File: src/rtl/alu_arbiter_if.sv
// Request/response channels between two ALU requesters and alu_arbiter.
// Signal names keep their legacy _i/_o suffixes as seen from the arbiter.
interface alu_arbiter_if #(
    parameter int DATA_W = 32
) ();
    logic              req0_valid_i;
    logic [DATA_W-1:0] req0_src1_i;
    logic [DATA_W-1:0] req0_src2_i;
    logic [3:0]        req0_ctrl_i;
    logic              req0_ready_o;
    logic              rsp0_valid_o;
    logic [DATA_W-1:0] rsp0_result_o;
    logic              rsp0_zero_o;
    logic              rsp0_ready_i;

    logic              req1_valid_i;
    logic [DATA_W-1:0] req1_src1_i;
    logic [DATA_W-1:0] req1_src2_i;
    logic [3:0]        req1_ctrl_i;
    logic              req1_ready_o;
    logic              rsp1_valid_o;
    logic [DATA_W-1:0] rsp1_result_o;
    logic              rsp1_zero_o;
    logic              rsp1_ready_i;

    modport slave (
        input  req0_valid_i, req0_src1_i, req0_src2_i, req0_ctrl_i, rsp0_ready_i,
        input  req1_valid_i, req1_src1_i, req1_src2_i, req1_ctrl_i, rsp1_ready_i,
        output req0_ready_o, rsp0_valid_o, rsp0_result_o, rsp0_zero_o,
        output req1_ready_o, rsp1_valid_o, rsp1_result_o, rsp1_zero_o
    );

    modport master (
        output req0_valid_i, req0_src1_i, req0_src2_i, req0_ctrl_i, rsp0_ready_i,
        output req1_valid_i, req1_src1_i, req1_src2_i, req1_ctrl_i, rsp1_ready_i,
        input  req0_ready_o, rsp0_valid_o, rsp0_result_o, rsp0_zero_o,
        input  req1_ready_o, rsp1_valid_o, rsp1_result_o, rsp1_zero_o
    );
endinterface

File: src/rtl/alu_arbiter.sv
// Round-robin sharing of one combinational ALU between two requesters,
// with a one-entry registered response buffer per requester.
module alu_arbiter #(
    parameter int DATA_W = 32,
    parameter int CNT_W  = 16
) (
    input  logic              clk_i,
    input  logic              rst_i,
    alu_arbiter_if.slave      bus,
    output logic [DATA_W-1:0] alu_src1_o,
    output logic [DATA_W-1:0] alu_src2_o,
    output logic [3:0]        alu_ctrl_o,
    input  logic [DATA_W-1:0] alu_result_i,
    input  logic              alu_zero_i,
    output logic [CNT_W-1:0]  ops_cnt_o
);
    logic              elig0, elig1;
    logic              grant0, grant1;
    logic              fire0, fire1;
    logic              last_grant;
    logic              rsp0_valid, rsp1_valid;
    logic [DATA_W-1:0] rsp0_result, rsp1_result;
    logic              rsp0_zero, rsp1_zero;
    logic [CNT_W-1:0]  ops_cnt;

    // A full buffer that is draining this cycle can still take a new issue.
    assign elig0 = bus.req0_valid_i & (~rsp0_valid | bus.rsp0_ready_i);
    assign elig1 = bus.req1_valid_i & (~rsp1_valid | bus.rsp1_ready_i);

    // last_grant = 1 means requester 1 fired last, so requester 0 wins a tie.
    assign grant0 = elig0 & (~elig1 | last_grant);
    assign grant1 = elig1 & (~elig0 | ~last_grant);

    assign fire0 = bus.req0_valid_i & grant0;
    assign fire1 = bus.req1_valid_i & grant1;

    assign bus.req0_ready_o  = grant0;
    assign bus.req1_ready_o  = grant1;
    assign bus.rsp0_valid_o  = rsp0_valid;
    assign bus.rsp0_result_o = rsp0_result;
    assign bus.rsp0_zero_o   = rsp0_zero;
    assign bus.rsp1_valid_o  = rsp1_valid;
    assign bus.rsp1_result_o = rsp1_result;
    assign bus.rsp1_zero_o   = rsp1_zero;
    assign ops_cnt_o         = ops_cnt;

    always_comb begin
        alu_src1_o = '0;
        alu_src2_o = '0;
        alu_ctrl_o = '0;
        if (grant0) begin
            alu_src1_o = bus.req0_src1_i;
            alu_src2_o = bus.req0_src2_i;
            alu_ctrl_o = bus.req0_ctrl_i;
        end else if (grant1) begin
            alu_src1_o = bus.req1_src1_i;
            alu_src2_o = bus.req1_src2_i;
            alu_ctrl_o = bus.req1_ctrl_i;
        end
    end

    always_ff @(posedge clk_i or negedge rst_i) begin
        if (!rst_i) begin
            rsp0_valid  <= 1'b0;
            rsp0_result <= '0;
            rsp0_zero   <= 1'b0;
        end else if (fire0) begin
            rsp0_valid  <= 1'b1;
            rsp0_result <= alu_result_i;
            rsp0_zero   <= alu_zero_i;
        end else if (bus.rsp0_ready_i) begin
            rsp0_valid  <= 1'b0;
        end
    end

    always_ff @(posedge clk_i or negedge rst_i) begin
        if (!rst_i) begin
            rsp1_valid  <= 1'b0;
            rsp1_result <= '0;
            rsp1_zero   <= 1'b0;
        end else if (fire1) begin
            rsp1_valid  <= 1'b1;
            rsp1_result <= alu_result_i;
            rsp1_zero   <= alu_zero_i;
        end else if (bus.rsp1_ready_i) begin
            rsp1_valid  <= 1'b0;
        end
    end

    always_ff @(posedge clk_i or negedge rst_i) begin
        if (!rst_i) begin
            last_grant <= 1'b1;
            ops_cnt    <= '0;
        end else begin
            if (fire0) begin
                last_grant <= 1'b0;
            end else if (fire1) begin
                last_grant <= 1'b1;
            end
            if (fire0 | fire1) begin
                ops_cnt <= ops_cnt + CNT_W'(1);
            end
        end
    end
endmodule
File: src/flat_wrapper.sv
// flat-port wrapper written by rule: the top's interface ports become plain ports
module alu_arbiter_flat 
#(
    parameter int DATA_W = 32,
    parameter int CNT_W  = 16
)
  (clk_i, rst_i, alu_src1_o, alu_src2_o, alu_ctrl_o, alu_result_i, alu_zero_i, ops_cnt_o, bus_req0_valid_i, bus_req0_src1_i, bus_req0_src2_i, bus_req0_ctrl_i, bus_rsp0_ready_i, bus_req1_valid_i, bus_req1_src1_i, bus_req1_src2_i, bus_req1_ctrl_i, bus_rsp1_ready_i, bus_req0_ready_o, bus_rsp0_valid_o, bus_rsp0_result_o, bus_rsp0_zero_o, bus_req1_ready_o, bus_rsp1_valid_o, bus_rsp1_result_o, bus_rsp1_zero_o);
  alu_arbiter_if #(.DATA_W(DATA_W)) bus_i ();
  input  logic clk_i;
  input  logic rst_i;
  output logic [DATA_W-1:0] alu_src1_o;
  output logic [DATA_W-1:0] alu_src2_o;
  output logic [3:0] alu_ctrl_o;
  input  logic [DATA_W-1:0] alu_result_i;
  input  logic alu_zero_i;
  output logic [CNT_W-1:0] ops_cnt_o;
  input wire logic [$bits(bus_i.req0_valid_i)-1:0] bus_req0_valid_i;
  input wire logic [$bits(bus_i.req0_src1_i)-1:0] bus_req0_src1_i;
  input wire logic [$bits(bus_i.req0_src2_i)-1:0] bus_req0_src2_i;
  input wire logic [$bits(bus_i.req0_ctrl_i)-1:0] bus_req0_ctrl_i;
  input wire logic [$bits(bus_i.rsp0_ready_i)-1:0] bus_rsp0_ready_i;
  input wire logic [$bits(bus_i.req1_valid_i)-1:0] bus_req1_valid_i;
  input wire logic [$bits(bus_i.req1_src1_i)-1:0] bus_req1_src1_i;
  input wire logic [$bits(bus_i.req1_src2_i)-1:0] bus_req1_src2_i;
  input wire logic [$bits(bus_i.req1_ctrl_i)-1:0] bus_req1_ctrl_i;
  input wire logic [$bits(bus_i.rsp1_ready_i)-1:0] bus_rsp1_ready_i;
  output wire logic [$bits(bus_i.req0_ready_o)-1:0] bus_req0_ready_o;
  output wire logic [$bits(bus_i.rsp0_valid_o)-1:0] bus_rsp0_valid_o;
  output wire logic [$bits(bus_i.rsp0_result_o)-1:0] bus_rsp0_result_o;
  output wire logic [$bits(bus_i.rsp0_zero_o)-1:0] bus_rsp0_zero_o;
  output wire logic [$bits(bus_i.req1_ready_o)-1:0] bus_req1_ready_o;
  output wire logic [$bits(bus_i.rsp1_valid_o)-1:0] bus_rsp1_valid_o;
  output wire logic [$bits(bus_i.rsp1_result_o)-1:0] bus_rsp1_result_o;
  output wire logic [$bits(bus_i.rsp1_zero_o)-1:0] bus_rsp1_zero_o;
  assign bus_i.req0_valid_i = bus_req0_valid_i;
  assign bus_i.req0_src1_i = bus_req0_src1_i;
  assign bus_i.req0_src2_i = bus_req0_src2_i;
  assign bus_i.req0_ctrl_i = bus_req0_ctrl_i;
  assign bus_i.rsp0_ready_i = bus_rsp0_ready_i;
  assign bus_i.req1_valid_i = bus_req1_valid_i;
  assign bus_i.req1_src1_i = bus_req1_src1_i;
  assign bus_i.req1_src2_i = bus_req1_src2_i;
  assign bus_i.req1_ctrl_i = bus_req1_ctrl_i;
  assign bus_i.rsp1_ready_i = bus_rsp1_ready_i;
  assign bus_req0_ready_o = bus_i.req0_ready_o;
  assign bus_rsp0_valid_o = bus_i.rsp0_valid_o;
  assign bus_rsp0_result_o = bus_i.rsp0_result_o;
  assign bus_rsp0_zero_o = bus_i.rsp0_zero_o;
  assign bus_req1_ready_o = bus_i.req1_ready_o;
  assign bus_rsp1_valid_o = bus_i.rsp1_valid_o;
  assign bus_rsp1_result_o = bus_i.rsp1_result_o;
  assign bus_rsp1_zero_o = bus_i.rsp1_zero_o;
  alu_arbiter #(.DATA_W(DATA_W), .CNT_W(CNT_W)) u_core (.clk_i(clk_i), .rst_i(rst_i), .bus(bus_i), .alu_src1_o(alu_src1_o), .alu_src2_o(alu_src2_o), .alu_ctrl_o(alu_ctrl_o), .alu_result_i(alu_result_i), .alu_zero_i(alu_zero_i), .ops_cnt_o(ops_cnt_o));
endmodule
File: config.mk
export PLATFORM = sky130hd
export DESIGN_NAME = alu_arbiter_flat
export DESIGN_NICKNAME = d
export VERILOG_FILES = /design/src/rtl/alu_arbiter_if.sv /design/src/rtl/alu_arbiter.sv /design/src/flat_wrapper.sv
export SDC_FILE = /design/constraint.sdc
export NUM_CORES = 1
export LEC_CHECK = 0
export CAP_MARGIN = 15
export CORE_AREA = 5 5 133 135
export CTS_BUF_LIST = sky130_fd_sc_hd__clkbuf_16
export CTS_CLUSTER_SIZE = 28
export DETAILED_ROUTE_END_ITERATION = 8
export DIE_AREA = 0 0 138 140
export PLACE_DENSITY = 0.75
export SYNTH_ARGS = -nofsm -noshare
export SYNTH_HDL_FRONTEND = slang
export SYNTH_SLANG_ARGS = --single-unit
File: constraint.sdc
create_clock -name clk_i -period 2.9 [get_ports clk_i]
set_clock_uncertainty 0.1 [all_clocks]
set_input_delay 0.725 -clock clk_i [delete_from_list [all_inputs] [get_ports clk_i]]
set_output_delay 0.725 -clock clk_i [all_outputs]
set_load 0.02 [all_outputs]
==> impl_metrics.env, run 1 <==
export IMPL_slew_headroom_pct=61.6
export IMPL_grt_pass1_wl_um=30300
export IMPL_worstPathRequired_ns=2.08
export IMPL_r2r_slack_ns=1.02
export IMPL_max_vdd_ir_drop_uv=370
export IMPL_drt_pre_antenna_iters=4
export IMPL_synth_nets=472
export IMPL_cts_inserted_buffers=9
export IMPL_die_y_um=140
export IMPL_path_class="in -> out"
export IMPL_status="completed"
export IMPL_max_freq_ghz=0.345
export IMPL_max_cap_violations=0
export IMPL_grt_overflow=0
export IMPL_start_util_pct=24.6
export IMPL_fill_cells=1448
export IMPL_grt_max_degree=46
export IMPL_drc=0
export IMPL_ys_seq_area_share_pct=53.0
export IMPL_pwr_share_clk_pct=19.4
export IMPL_cp_startpoint="bus_rsp0_ready_i"
export IMPL_r2r_end="u_core.bus.rsp1_result_o[12]$_DFFE_PN0P_"
export IMPL_grt_setup_unrepaired="yes"
export IMPL_cp_max_fo=6
export IMPL_ios=329
export IMPL_hold_violations=0
export IMPL_fin_area_um2=8280
export IMPL_cts_tree="built"
export IMPL_grt_pass1_vias=4573
export IMPL_syn_to_final_growth_pct=106
export IMPL_clock_latency_ns=0.33
export IMPL_max_stage_delay_ns=0.28
export IMPL_fin_crit_ns=2.90
export IMPL_cpMostUsedCell="buf_12"
export IMPL_worstPathCellList="clkbuf_2 > nand2b_4 > and2_4 > o21ai_4 > clkinv_4 > buf_12 > buf_8 > a22o_4 > buf_12"
export IMPL_worstPathArrival_ns=2.07
export IMPL_synthFlopType="dfrtp_1"
export IMPL_yosysWarnings=0
export IMPL_avgRoutedWirePerCell_um=23.5
export IMPL_intPower_mw=3.41
export IMPL_postSynthCellCount=296
export IMPL_rows=47
export IMPL_crit_path_end="alu_src2_o[6]"
export IMPL_tns_ns=0
export IMPL_p_sw_share_pct=35.1
export IMPL_clock_sinks=85
export IMPL_dp_hpwl_um=16400
export IMPL_worst_pin_slew_ns=0.576
export IMPL_post_route_period_util_pct=99.8
export IMPL_clock_root_buffer="clkbuf_16"
export IMPL_slowest_stage="a22o_4"
export IMPL_synth_edf_count=0
export IMPL_fin_util_pct=50.7
export IMPL_p_leak_nw=3.53
export IMPL_synthArstFlopShare_pct=100
export IMPL_wl_um=20800
export IMPL_cellPowerDensity_nw_per_um2=634
export IMPL_core_area_um2=16300
export IMPL_vias=4143
export IMPL_routed_via_density=4.69
export IMPL_antenna_found_initial=6
export IMPL_grt_use_total_pct=20.8
export IMPL_hold_path_class="in -> async"
export IMPL_rr_startpoint="u_core.bus.rsp1_valid_o$_DFFE_PN0P_"
export IMPL_yosys_register_bits=85
export IMPL_gp_congestion=0.909
export IMPL_p_switching_mw=1.84
export IMPL_fp_dieW_um=138
export IMPL_cts_buffer_depth=2
export IMPL_crit_path_end_kind="output port"
export IMPL_port_buffers=328
export IMPL_placed_area_um2=7650
export IMPL_die_area_um2=19300
export IMPL_seqPwrFrac_pct=32.0
export IMPL_h_tree_depth=3
export IMPL_drt_iter0_drc=125
export IMPL_drive_above_1_share_pct=31.0
export IMPL_clk_pin_slew_worst_paths_ns=0.06
export IMPL_report_final_slew_viol_count=0
export IMPL_crit_path_start_kind="input port"
export IMPL_postRouteAntennaNets=0
export IMPL_synth_avg_cell_area_um2=13.6
export IMPL_synthDistinctLibCells=32
export IMPL_setup_viol=0
export IMPL_combPwrFrac_pct=48.6
export IMPL_synth_area_um2=4020
export IMPL_cts_hold_buf=0
export IMPL_fin_nets=829
export IMPL_reg2reg_depth=9
-- Yosys cell counts, drive strengths merged (2+ instances only) --
cell	number	area [µm²]
mux2	67	754
nand2	8	32.5
a22o	68	596
nand4	2	12.5
nor4	3	18.8
dfrtp	84	2100
xor2	13	114
nor3b	2	15.0
nand3	4	20.0
nor4b	2	17.5
inv	2	10.0
clkbuf	4	15.0
nor3	3	15.0
nor2	3	11.3
nand2b	3	28.8
xnor2	2	17.5
and4	2	17.5
buf	17	121
-- worst min path at each step --
stage	start	to	slack, ns	depth (start not counted)
6_report	rst_i	u_core.ops_cnt_o[1]$_DFFE_PN0P_	0.29	1
3_3_place_gp	u_core.bus.rsp1_result_o[11]$_DFFE_PN0P_	u_core.bus.rsp1_result_o[11]$_DFFE_PN0P_	0.37	1
3_5_place_dp	u_core.bus.rsp1_result_o[12]$_DFFE_PN0P_	u_core.bus.rsp1_result_o[12]$_DFFE_PN0P_	0.38	1
5_1_grt	rst_i	u_core.ops_cnt_o[7]$_DFFE_PN0P_	0.33	1
4_1_cts	rst_i	u_core.ops_cnt_o[7]$_DFFE_PN0P_	0.31	1
2_1_floorplan	rst_i	u_core.bus.rsp0_result_o[0]$_DFFE_PN0P_	0.33	0
-- cell type report --
type,count,area (µm²),area share [%]
sequential,85,2130,25.7
timing repair buffer,367,3760,45.4
antenna,6,15.0,0.181
clock buffer,9,225,2.72
multi-input combinational,188,1820,22.0
clock inverter,7,35.0,0.423
inverter,2,20.0,0.242
tap,220,275,3.32
-- placed cells by master, fill, tap and decap left out, types with 3 or more instances in the layout --
cell type / synthesis / routed
clkdlybuf4s15_2: 0 / 9
clkdlybuf4s15_1: 0 / 3
nand3_1: 4 / 4
buf_6: 5 / 22
a22o_4: 0 / 8
buf_16: 0 / 7
nor4_1: 3 / 3
diode_2: 0 / 6
clkbuf_16: 0 / 9
mux2_1: 3 / 3
buf_12: 0 / 11
nand2_1: 7 / 7
a22o_1: 68 / 60
buf_4: 2 / 32
clkdlybuf4s50_1: 0 / 253
nor3_1: 3 / 3
nor2_1: 3 / 3
xor2_1: 13 / 13
clkbuf_2: 0 / 3
dfrtp_1: 84 / 84
buf_2: 10 / 24
mux2_2: 64 / 64
-- registers in the layout, indices dropped and copies added, names as in the netlist --
| signal | flops |
|---|---|
| u_core.bus.rsp0_zero_o | 1 |
| u_core.bus.rsp1_zero_o | 1 |
| u_core.ops_cnt_o | 16 |
| u_core.bus.rsp1_valid_o | 1 |
| u_core.bus.rsp0_valid_o | 1 |
| u_core.last_grant | 1 |
| u_core.bus.rsp1_result_o | 32 |
| u_core.bus.rsp0_result_o | 32 |
-- kinds of logic after synthesis --
logic type	Yosys count	synth area share, %
adders and majority gates	1	0.312
and+or+nand+nor	33	4.92
AOI/OAI and AO/OA	71	15.8
DFF	85	53.0
buffers and inverters	23	3.65
xor gates and xnor gates	15	3.27
muxes	68	19.0
-- metrics by stage --
stage                     std cells  hold WS, ns  total power, mW  setup WS [ns]
after detailed placement        842        0.382             4.12         -0.675
after global placement          842        0.375             4.07         -0.674
final                           884        0.286             5.25        0.00499
after global routing            884        0.328             5.50        -0.0359
after floorplan                 296        0.329             2.76          0.223
after CTS                       874        0.307             5.27        0.00190
-- critical path, delay by kind of cell --
| kind | cells | cell delay, ns |
|---|---|---|
| AOI/OAI and AO/OA | 2 | 0.35 |
| and+or+nand+nor | 2 | 0.30 |
| buffers and inverters | 5 | 0.69 |
-- layer usage --
layer	share of wire (%)	up-vias	wire length, µm	global-route usage, %
met3	7.3	32	1510	6.58
met2	52	205	10800	36.6
met1	38	2059	7800	23.2
met4	3.2	0	656	9.36
li1	-	1847	-	-
met5	0	-	0	0
-- power groups by stage --
stage | sequential [mW] | combinational (mW) | clock (mW)
after detailed placement | 1.70 | 2.42 | 0
after global routing | 1.72 | 2.68 | 1.11
after global placement | 1.67 | 2.39 | 0
after CTS | 1.68 | 2.54 | 1.05
after floorplan | 2.02 | 0.747 | 0
final | 1.68 | 2.55 | 1.02
-- repair_timing --
| item | CTS | global route |
|---|---|---|
| pin swaps | 14 | 10 |
| cloned | 8 | 0 |
| endpoints found under the setup margin | 70 | 43 |
| gates resized for setup | 285 | 20 |
| buffers inserted | 8 | 4 |
| endpoints found under the hold margin | 0 | 0 |
Power figures use the tool's default switching activity.
==> inputs of run 2 (changes only) <==
CORE_AREA = 3 3 131 133   (was 5 5 133 135)
DIE_AREA = 0 0 134 136   (was 0 0 138 140)
==> run 2 against run 1 <==
Against the previous run: sequential share of layout area up 0.90 points; global-route usage down 0.92 points; flip-flop and latch count unchanged; via count down 1.4%; first-iteration DRC count down 26%; final area down 3.4%; clock power up 9%; critical path type unchanged; largest cell class unchanged; largest power group unchanged.
==> impl_metrics.env, run 2 (synthesized netlist as in run 1, its figures left out) <==
export IMPL_drt_iter0_drc=93
export IMPL_rows=46
export IMPL_setup_viol=0
export IMPL_crit_path_end_kind="output port"
export IMPL_max_cap_violations=0
export IMPL_antenna_found_initial=8
export IMPL_cts_tree="built"
export IMPL_clock_root_buffer="clkbuf_16"
export IMPL_dp_hpwl_um=15100
export IMPL_placed_area_um2=7660
export IMPL_worstPathArrival_ns=2.04
export IMPL_most_common_layout_cells="clkdlybuf4s50_1 (253), dfrtp_1 (84), a22o_1 (67), mux2_2 (64), buf_4 (64)"
export IMPL_fp_dieW_um=134
export IMPL_cellPowerDensity_nw_per_um2=649
export IMPL_cp_startpoint="bus_rsp1_ready_i"
export IMPL_vias=4086
export IMPL_path_class="in -> out"
export IMPL_r2r_slack_ns=1.00
export IMPL_fin_crit_ns=2.86
export IMPL_gp_congestion=0.944
export IMPL_reg2reg_depth=8
export IMPL_core_area_um2=15900
export IMPL_r2r_end="u_core.bus.rsp1_result_o[12]$_DFFE_PN0P_"
export IMPL_avgRoutedWirePerCell_um=22.0
export IMPL_drt_pre_antenna_iters=4
export IMPL_layout_setup_ws_ns=0.0375
export IMPL_clock_latency_ns=0.33
export IMPL_report_final_slew_viol_count=0
export IMPL_hold_violations=0
export IMPL_clock_sinks=85
export IMPL_routed_via_density=4.66
export IMPL_multi_input_area_um2=1760
export IMPL_h_tree_depth=3
export IMPL_max_freq_ghz=0.349
export IMPL_tns_ns=0
export IMPL_postRouteAntennaNets=0
export IMPL_syn_to_final_growth_pct=99.3
export IMPL_ios=329
export IMPL_grt_pass1_wl_um=27700
export IMPL_crit_path_start_kind="input port"
export IMPL_port_buffers=328
export IMPL_drive_above_1_share_pct=29.6
export IMPL_status="completed"
export IMPL_die_area_um2=18200
export IMPL_die_y_um=136
export IMPL_hold_path_class="in -> async"
export IMPL_cts_inserted_buffers=9
export IMPL_place_ws_ns=-0.714
export IMPL_power_mw=5.19
export IMPL_wl_um=19300
export IMPL_slew_headroom_pct=62.0
export IMPL_area_sequential_um2=2130
export IMPL_layout_commonest_cell="clkdlybuf4s50_1"
export IMPL_post_route_period_util_pct=98.7
export IMPL_clk_pin_slew_worst_paths_ns=0.06
export IMPL_p_leak_nw=3.44
export IMPL_rr_startpoint="u_core.bus.rsp0_valid_o$_DFFE_PN0P_"
export IMPL_grt_max_degree=44
export IMPL_worst_pin_slew_ns=0.571
export IMPL_grt_pass1_vias=4461
export IMPL_cts_buffer_depth=2
export IMPL_fin_nets=825
export IMPL_grt_use_total_pct=19.9
export IMPL_grt_overflow=0
export IMPL_start_util_pct=25.2
export IMPL_max_vdd_ir_drop_uv=638
export IMPL_cts_hold_buf=0
export IMPL_worstPathRequired_ns=2.08
export IMPL_cp_max_fo=17
export IMPL_fin_area_um2=8000
export IMPL_drc=0
export IMPL_fill_cells=1458
==> run 2: stage by stage <==
step                hold WS [ns]  std cells  utilization, %
floorplan                  0.329        296               -
global placement           0.364        843            48.0
detailed placement         0.364        843            48.0
CTS                        0.316        867            49.2
global route               0.337        877            50.2
finish                     0.299        877            50.2
==> run 2: how the worst max path moves through the flow <==
stage / end / slack [ns] / cells after the start
5_1_grt: alu_src1_o[4] / -0.002 / 8
3_5_place_dp: alu_src1_o[21] / -0.71 / 8
3_3_place_gp: alu_src2_o[12] / -0.69 / 8
6_report: alu_src1_o[4] / 0.04 / 8
4_1_cts: alu_src2_o[30] / 0.0004 / 8
2_1_floorplan: alu_src1_o[22] / 0.22 / 6
==> run 2: final cells by class <==
cell class / instances / area share, %
Sequential cell: 85 / 26.6
Inverter: 2 / 0.344
Timing Repair Buffer: 362 / 43.8
Clock inverter: 6 / 0.688
Multi-Input combinational cell: 188 / 22.0
Antenna cell: 8 / 0.250
Tap cell: 216 / 3.38
Clock buffer: 9 / 2.81
Timing Repair inverter: 1 / 0.109
==> run 2: timing repair <==
action	4_1_cts	5_1_grt
pin swaps	4	3
endpoints found under the setup margin	70	41
setup buffers	4	0
gates cloned	5	2
endpoints found under the hold margin	0	0
resized for setup	318	36
==> run 2: power by group <==
| group | total, mW | internal, mW | leakage, nW | switching, mW |
|---|---|---|---|---|
| combinational | 2.41 | 1.28 | 2.31 | 1.13 |
| sequential | 1.68 | 1.47 | 0.989 | 0.206 |
| clock | 1.11 | 0.654 | 0.136 | 0.452 |
==> run 2: critical path, stage by stage <==
cell and delay (ns):
dlygate4sd2_1 0.19, nand2b_4 0.13, nand2_4 0.07, o21ai_4 0.23
inv_8 0.11, buf_16 0.17, a22o_1 0.24, clkbuf_4 0.17
==> run 2: layer usage <==
layer	GRT usage, %	part of all wire [%]	up-vias
met5	0	0	-
li1	-	-	1835
met3	5.29	6.4	36
met2	37.4	55	196
met4	9.83	3.6	0
met1	20.4	35	2019
